## src/rtl/aes_pkg.sv

```systemverilog
// Shared constants and types for the AES-128 round scheduler.
package aes_pkg;

  localparam int NB    = 4;
  localparam int WORD  = 8;
  localparam int BLK_W = NB * NB * WORD;
  localparam int NR    = 10;

  typedef logic [BLK_W-1:0] blk_t;
  typedef logic [3:0]       rnd_t;

  typedef enum logic [1:0] {
    IDLE  = 2'd0,
    ISSUE = 2'd1,
    WAIT  = 2'd2,
    DONE  = 2'd3
  } aes_sched_state_t;

endpackage

```

## src/rtl/aes_round_sched.sv

```systemverilog
// AES-128 round scheduler: initial AddRoundKey, then NR rounds through an external datapath.
// Optional macro AES_ROUND_TIMEOUT_EN adds a per-round response timeout reported on o_err.
module aes_round_sched #(
  parameter int NB      = 4,
  parameter int WORD    = 8,
  parameter int NR      = 10,
  parameter int RND_TMO = 16
) (
  input  logic                   clk,
  input  logic                   rst,
  input  logic                   i_valid,
  output logic                   i_ready,
  input  logic [NB*NB*WORD-1:0]  i_block,
  output logic [3:0]             rk_idx,
  input  logic [NB*NB*WORD-1:0]  rk,
  output logic                   dp_valid,
  output logic [NB*NB*WORD-1:0]  dp_block,
  output logic                   dp_last,
  input  logic                   dp_o_valid,
  input  logic [NB*NB*WORD-1:0]  dp_o_block,
  output logic                   o_valid,
  input  logic                   o_ready,
  output logic [NB*NB*WORD-1:0]  o_block,
  output logic                   o_err
);

  import aes_pkg::*;

  localparam int   BW       = NB * NB * WORD;
  localparam rnd_t LAST_RND = rnd_t'(NR);

  aes_sched_state_t state_q, state_d;
  rnd_t             round_q, round_d;
  logic [BW-1:0]    blk_q, blk_d;
  logic             rdy_q, rdy_d;
  logic             dpv_q, dpv_d;
  logic             last_q, last_d;
  logic             ov_q, ov_d;
  logic [3:0]       idx_q, idx_d;
  logic             err_d;

`ifdef AES_ROUND_TIMEOUT_EN
  localparam int TW = $clog2(RND_TMO + 1);
  logic [TW-1:0] tmo_q, tmo_d;
  logic          err_q;
`endif

  // Next-state, round counter and state-register update.
  always_comb begin
    state_d = state_q;
    round_d = round_q;
    blk_d   = blk_q;
    err_d   = 1'b0;
`ifdef AES_ROUND_TIMEOUT_EN
    tmo_d   = tmo_q;
`endif
    case (state_q)
      IDLE: begin
        if (i_valid && rdy_q) begin
          blk_d   = i_block ^ rk;
          round_d = 4'd1;
          state_d = ISSUE;
        end else begin
          state_d = IDLE;
        end
      end
      ISSUE: begin
        state_d = WAIT;
`ifdef AES_ROUND_TIMEOUT_EN
        tmo_d   = '0;
`endif
      end
      WAIT: begin
        // A result arriving on the expiry cycle still wins over the timeout.
        if (dp_o_valid) begin
          blk_d = dp_o_block;
          if (round_q == LAST_RND) begin
            state_d = DONE;
          end else begin
            round_d = round_q + 4'd1;
            state_d = ISSUE;
          end
        end else begin
`ifdef AES_ROUND_TIMEOUT_EN
          if (tmo_q == TW'(RND_TMO - 1)) begin
            state_d = IDLE;
            round_d = '0;
            blk_d   = '0;
            err_d   = 1'b1;
          end else begin
            tmo_d   = tmo_q + TW'(1);
          end
`else
          state_d = WAIT;
`endif
        end
      end
      DONE: begin
        if (o_ready) begin
          state_d = IDLE;
          round_d = '0;
        end else begin
          state_d = DONE;
        end
      end
      default: begin
        state_d = IDLE;
        round_d = '0;
      end
    endcase
  end

  // Output values for the coming cycle, decoded from the next state.
  always_comb begin
    rdy_d = (state_d == IDLE);
    dpv_d = (state_d == ISSUE);
    ov_d  = (state_d == DONE);
    if (state_d == IDLE) begin
      idx_d  = '0;
      last_d = 1'b0;
    end else if (state_d == DONE) begin
      idx_d  = round_d;
      last_d = 1'b0;
    end else begin
      idx_d  = round_d;
      last_d = (round_d == LAST_RND);
    end
  end

  // State, datapath and output registers.
  always_ff @(posedge clk or posedge rst) begin
    if (rst) begin
      state_q <= IDLE;
      round_q <= '0;
      blk_q   <= '0;
      rdy_q   <= 1'b0;
      dpv_q   <= 1'b0;
      last_q  <= 1'b0;
      ov_q    <= 1'b0;
      idx_q   <= '0;
    end else begin
      state_q <= state_d;
      round_q <= round_d;
      blk_q   <= blk_d;
      rdy_q   <= rdy_d;
      dpv_q   <= dpv_d;
      last_q  <= last_d;
      ov_q    <= ov_d;
      idx_q   <= idx_d;
    end
  end

`ifdef AES_ROUND_TIMEOUT_EN
  // Per-round timeout counter and error pulse.
  always_ff @(posedge clk or posedge rst) begin
    if (rst) begin
      tmo_q <= '0;
      err_q <= 1'b0;
    end else begin
      tmo_q <= tmo_d;
      err_q <= err_d;
    end
  end

  assign o_err = err_q;
`else
  // No timeout hardware in this build; RND_TMO stays in the interface for both builds.
  logic unused_tmo;
  assign unused_tmo = ^{RND_TMO, err_d};
  assign o_err      = 1'b0;
`endif

  assign i_ready  = rdy_q;
  assign rk_idx   = idx_q;
  assign dp_valid = dpv_q;
  assign dp_last  = last_q;
  assign dp_block = blk_q;
  assign o_valid  = ov_q;
  assign o_block  = blk_q;

endmodule

```

## config.mk

```make
export PLATFORM = sky130hd
export DESIGN_NAME = aes_round_sched
export DESIGN_NICKNAME = d
export VERILOG_FILES = /design/src/rtl/aes_pkg.sv /design/src/rtl/aes_round_sched.sv
export SDC_FILE = /design/constraint.sdc
export NUM_CORES = 1
export LEC_CHECK = 0
export BUFFER_PORTS_ARGS = -buffer_cell sky130_fd_sc_hd__buf_4
export CAP_MARGIN = 5
export CORE_AREA = 2 2 258 260
export CTS_CLUSTER_DIAMETER = 50
export DETAILED_ROUTE_END_ITERATION = 12
export DIE_AREA = 0 0 260 262
export PLACE_DENSITY = 0.31
export SETUP_SLACK_MARGIN = 0.05
export SKIP_CTS_REPAIR_TIMING = 1
export SYNTH_ARGS = -nofsm -noshare
export SYNTH_HDL_FRONTEND = slang
export SYNTH_SLANG_ARGS = --single-unit
```

## constraint.sdc

```tcl
create_clock -name clk -period 7.17 [get_ports clk]
set_input_delay 0.3585 -clock clk [delete_from_list [all_inputs] [get_ports clk]]
set_output_delay 0.3585 -clock clk [all_outputs]
set_load 0.05 [all_outputs]
```

## Word-level counts from Yosys, hierarchy flattened

Cells that the tools add are included.

- Logic and storage cells: 40
- Bits in registers: 142
- Output and inout bits: 265

- Reduce and logical (&&, ||, !) cells: 5
- Add/subtract/negate cells: 1
- Bitwise logic cells: 1
- Muxes and demuxes: 16
- Equal/unequal tests: 9

Operator list:

| kind | number |
|---|---|
| $mux 128 | 2 |
| $pmux 128 s2 | 1 |
| $xor 128x128->128 | 1 |
| $mux 4 | 5 |
| $pmux 4 s3 | 1 |
| $eq 4x4->1 const B | 2 |
| $pmux 2 s4 | 1 |
| $eq 2x2->1 const B | 3 |
| $mux 2 | 3 |
| $add 4x1->4 const B | 1 |
| $eq 2x1->1 const B | 2 |
| $logic_not 2->1 | 2 |
| $ne 2x2->1 const B | 2 |
| $mux 1 | 3 |
| $reduce_and 3->1 | 1 |
| $reduce_bool 2->1 | 1 |
| $logic_and 1x1->1 | 1 |

## Longest topological paths before layout

- Word-level depth: 7
- Gate-level depth with buffers: 8

## Worst setup path after synthesis

OpenSTA, ideal clock, no wires.

- Path type: reg2reg
- Start: register rdy_q, in the netlist i_ready
- End: register blk_q[39], in the netlist dp_block[39]
- Buffers on the path: 3
- Stages on the path, launching flop included: 8
- Arrival time: 1.619 ns
- Slack: 5.418 ns
- Library setup time: 0.133 ns
- Cells stage by stage: dfrtp_1 nand3b_1 a21o_1 buf_2 clkbuf_1 buf_2 nand2_1 o21ai_0

- Cells in the longest elaborated chain, start to end: 3

RTL lines:

| what | RTL line | RTL |
|---|---|---|
| from (decl) | aes_round_sched.sv:35 | `logic rdy_q, rdy_d;` |
| from (signal assigned) | aes_round_sched.sv:145 | `rdy_q <= rdy_d;` |
| $logic_and 1x1->1 | aes_round_sched.sv:59 | `if (i_valid && rdy_q) begin` |
| $ne 2x2->1 (no line) | -- |  |
| $reduce_and 3->1 (no line) | -- |  |
| to (signal assigned) | aes_round_sched.sv:144 | `blk_q <= blk_d;` |
| to (decl) | aes_round_sched.sv:34 | `logic [BW-1:0] blk_q, blk_d;` |

Every way passes these cells.
A chain may end at the register's enable or synchronous reset.

## Worst setup path after layout

- Start: register state_q[0]
- End: register blk_q[64], in the netlist dp_block[64]

- Cells in the longest elaborated chain, start to end: 3
- Elaborated cells between the ends (all ways): 7

RTL lines:

| what | RTL line | RTL |
|---|---|---|
| from (decl) | aes_round_sched.sv:32 | `aes_sched_state_t state_q, state_d;` |
| from (signal assigned) | aes_round_sched.sv:142 | `state_q <= state_d;` |
| $eq 2x2->1 / $logic_not 2->1 (equally long branches) | aes_round_sched.sv:57 | `case (state_q)` |
| $ne 2x2->1 (no line) / $reduce_bool 2->1 (equally long branches) | -- |  |
| $reduce_and 3->1 (no line) | -- |  |

Parallel ways exist; a longest one is shown, timed or not.

==> impl_results.md <==
- Fin nets: ~1,900
- CP top delay family: buffers and inverters
- Final HPWL DP: 30,400 µm
- Vias in the first global route: approximately 8,400
- Antenna violations before repair: 1
- Commonest non-fill, non-tap cell in the layout: buf_4
- #FFs+latches synth: 142
- CTS Buf Count: 17
- Ys flop type: dfrtp_1
- Register area share after synthesis: 41.6%
- Grt ovf: 0
- Outcome: finished clean
- Lkg Pwr: approximately 6.7 nW
- Net Count, Synth: 1,415
- Hold slack: about 0.04 ns
- Setup TNS: 0 ns
- Tmin final: 2.95 ns
- CP Class: register to register
- Buf/Inv on CP: 2
- CTS clk-pin slew, worst paths: 0.07 ns
- Tot Pwr: 7.43 mW
- Vias/cell: between 3 and 4
- DIE AREA: around 0.068 mm²
- Critical Path RT: 7.48 ns
- Cells after Synth: just over 1,000
- Worst path slowest cell: buf_4
- RePlAce Congestion: roughly 0.76
- Final ANT Viol Nets: 0
- CTS tree: done
- # DRC: 0
- Top Ports: around 650
- I/O Buffers: 652
- H-tree levels: 4
- Layout cell share with drive strength beyond 1: 45.6%
- Root Driver: clkbuf_16
- Drt pass-1 iters: 4
- Critical Path AT: 3.26 ns
- Syn. warnings: 0
- Final Hold Vio Count: 0
- Highest clock rate: ~340 MHz
- Fraction of registers with async set/reset: 100%
- First-pass GRT wire length: 53,300 µm
- Slew of the pin with the lowest slew margin: a little under 1 ns
- Final WL: 38,200 µm
- Longest Clk Path Bufs: 2
- Post-synthesis cell type count: 37
- Crit Reg-Reg Startpoint: state_q[0]$_DFF_PP0_
- HP Class: input port to async pin
- Core area: 0.0653 mm²
- Clock Sinks: 142
- R2R setup slack: 4.22 ns
- Slew Limit Headroom: 34.4%
- Maximum VDD drop: 0.000210 V
- Initial Utilization: a little over an eighth
- Total number of vias: 8,413
- Clock Skews: 0.00941 ns
- Synthesized area per cell: 8.34 µm²
- Area delta synth->final: 63.0%
- Max Cap Viol: 0
- Pre-CTS WS: 4.16 ns
- Mapped Area: 0.00854 mm²
- Worst setup path startpoint: state_q[0]$_DFF_PP0_
- Final worst slack: approximately 4.2 ns
- Post-route cell area: 0.0139 mm²
- Worst Setup Start Kind: register
- Num rows: 94
- Largest net degree at the start of global routing: 102
- CP peak stage delay: 0.65 ns
- Post-place instance area: 0.0133 mm²
- RSZ-0062 raised after global routing: no
- Ant diodes: 0
- Post-Route Utilization: 21.3%
- Pwr dens: 533 mW/mm²
- Die width: 260 µm
- Fin cells: 2,389
- Fill cells: 7,289
- Critical Path End Type: register
- Dpl cells: 2,357
- Number of synthesized flops with an enable pin: 0
- Worst path cell trace: and2b_4, buf_4, buf_4, nor2_1, a21oi_1, o21ai_0
- Critical Path Fanout Max: 68
- Final Setup Violations: 0
- Final worst-path cycle share: between 40% and 50%
- Clock Latency Late Sink: 0.47 ns
- DRT iter0 DRCs: around 380
- Die height: about 260 µm
- Most frequent cells in the layout: 658 x buf_4, 142 x dfrtp_1, 131 x a21oi_1
- Dominant cell type by count on the critical path: buf_4
- Wire per inst: 16.0 µm
- Tot GR Track Use: between 10% and 20%
- Slew Limit Fails: 0
[worst paths after layout]
| path | depth (start not counted) | end |
|---|---|---|
| setup reg to reg | 6 | dp_block[64]$_DFFE_PP0P_ |
| setup / recovery | 6 | dp_block[64]$_DFFE_PP0P_ |
| hold reg to reg | 2 | dp_block[98]$_DFFE_PP0P_ |
| hold / removal | 2 | dp_block[62]$_DFFE_PP0P_ |
| max in group asynchronous | 3 | dp_block[70]$_DFFE_PP0P_ |
| min in group clk | 3 | dp_block[47]$_DFFE_PP0P_ |
[metal layers]
metal | wire length [µm] | vias up | GRT usage, %
li1 | - | 4188 | -
met1 | 14600 | 3846 | 12.1
met2 | 20300 | 346 | 19.4
met3 | 2700 | 31 | 3.17
met4 | 511 | 2 | 3.32
met5 | 16 | - | 0
[power breakdown]
group	internal [mW]	switching [mW]	leakage, nW
Clock	0.542	0.410	0.282
Combinational	1.38	3.50	4.59
Sequential	1.17	0.425	1.79
Total	3.09	4.33	6.66
[logic make-up after synthesis]
logic type / after synthesis / share of synthesized area (%)
other: 1 / 0.0439
flip-flops: 142 / 41.6
XOR/XNOR: 128 / 13.1
buffers and inverters: 194 / 14.9
AO/OA/AOI/OAI: 271 / 16.3
AND/OR/NAND/NOR: 286 / 13.7
adder cells (fa/ha/maj): 2 / 0.293
[final cells by class]
| class | instances | area [µm²] | share of cell area, % |
|---|---|---|---|
| multi-input combinational | 688 | 3720 | 26.7 |
| tap | 864 | 1080 | 7.77 |
| clock buffer | 21 | 470 | 3.38 |
| timing repair buffer | 658 | 4940 | 35.5 |
| inverter | 5 | 23.8 | 0.171 |
| clock inverter | 11 | 134 | 0.962 |
| sequential | 142 | 3550 | 25.5 |
[Yosys cell counts (2+ instances only)]
cell type | number | share of area [%]
a21oi_1 | 131 | 7.7
and2_1 | 6 | 0.44
and3b_1 | 2 | 0.21
buf_1 | 4 | 0.18
buf_2 | 36 | 2.1
buf_4 | 130 | 11
buf_6 | 2 | 0.26
clkbuf_1 | 17 | 0.75
dfrtp_1 | 142 | 42
ha_1 | 2 | 0.29
inv_1 | 5 | 0.22
nand2_1 | 130 | 5.7
nand2b_1 | 5 | 0.37
nand3_1 | 2 | 0.12
nand3b_1 | 2 | 0.18
nor2_1 | 128 | 5.6
nor4b_1 | 3 | 0.31
o21a_1 | 2 | 0.18
o21ai_0 | 130 | 7.6
xnor2_1 | 128 | 13
[state kept, by name, summed over array words and instances, names as in the netlist]
| register | cells |
|---|---|
| state_q | 2 |
| i_ready | 1 |
| rk_idx | 4 |
| dp_valid | 1 |
| o_valid | 1 |
| round_q | 4 |
| dp_block | 128 |
| dp_last | 1 |
[worst reg2reg max path, stage by stage, from the launching register on]
cell,delay (ns)
dfrtp_1,0.49
and2b_4,0.62
buf_4,0.61
buf_4,0.70
nor2_1,0.15
a21oi_1,0.13
o21ai_0,0.09
Power figures use the tool's default switching activity.
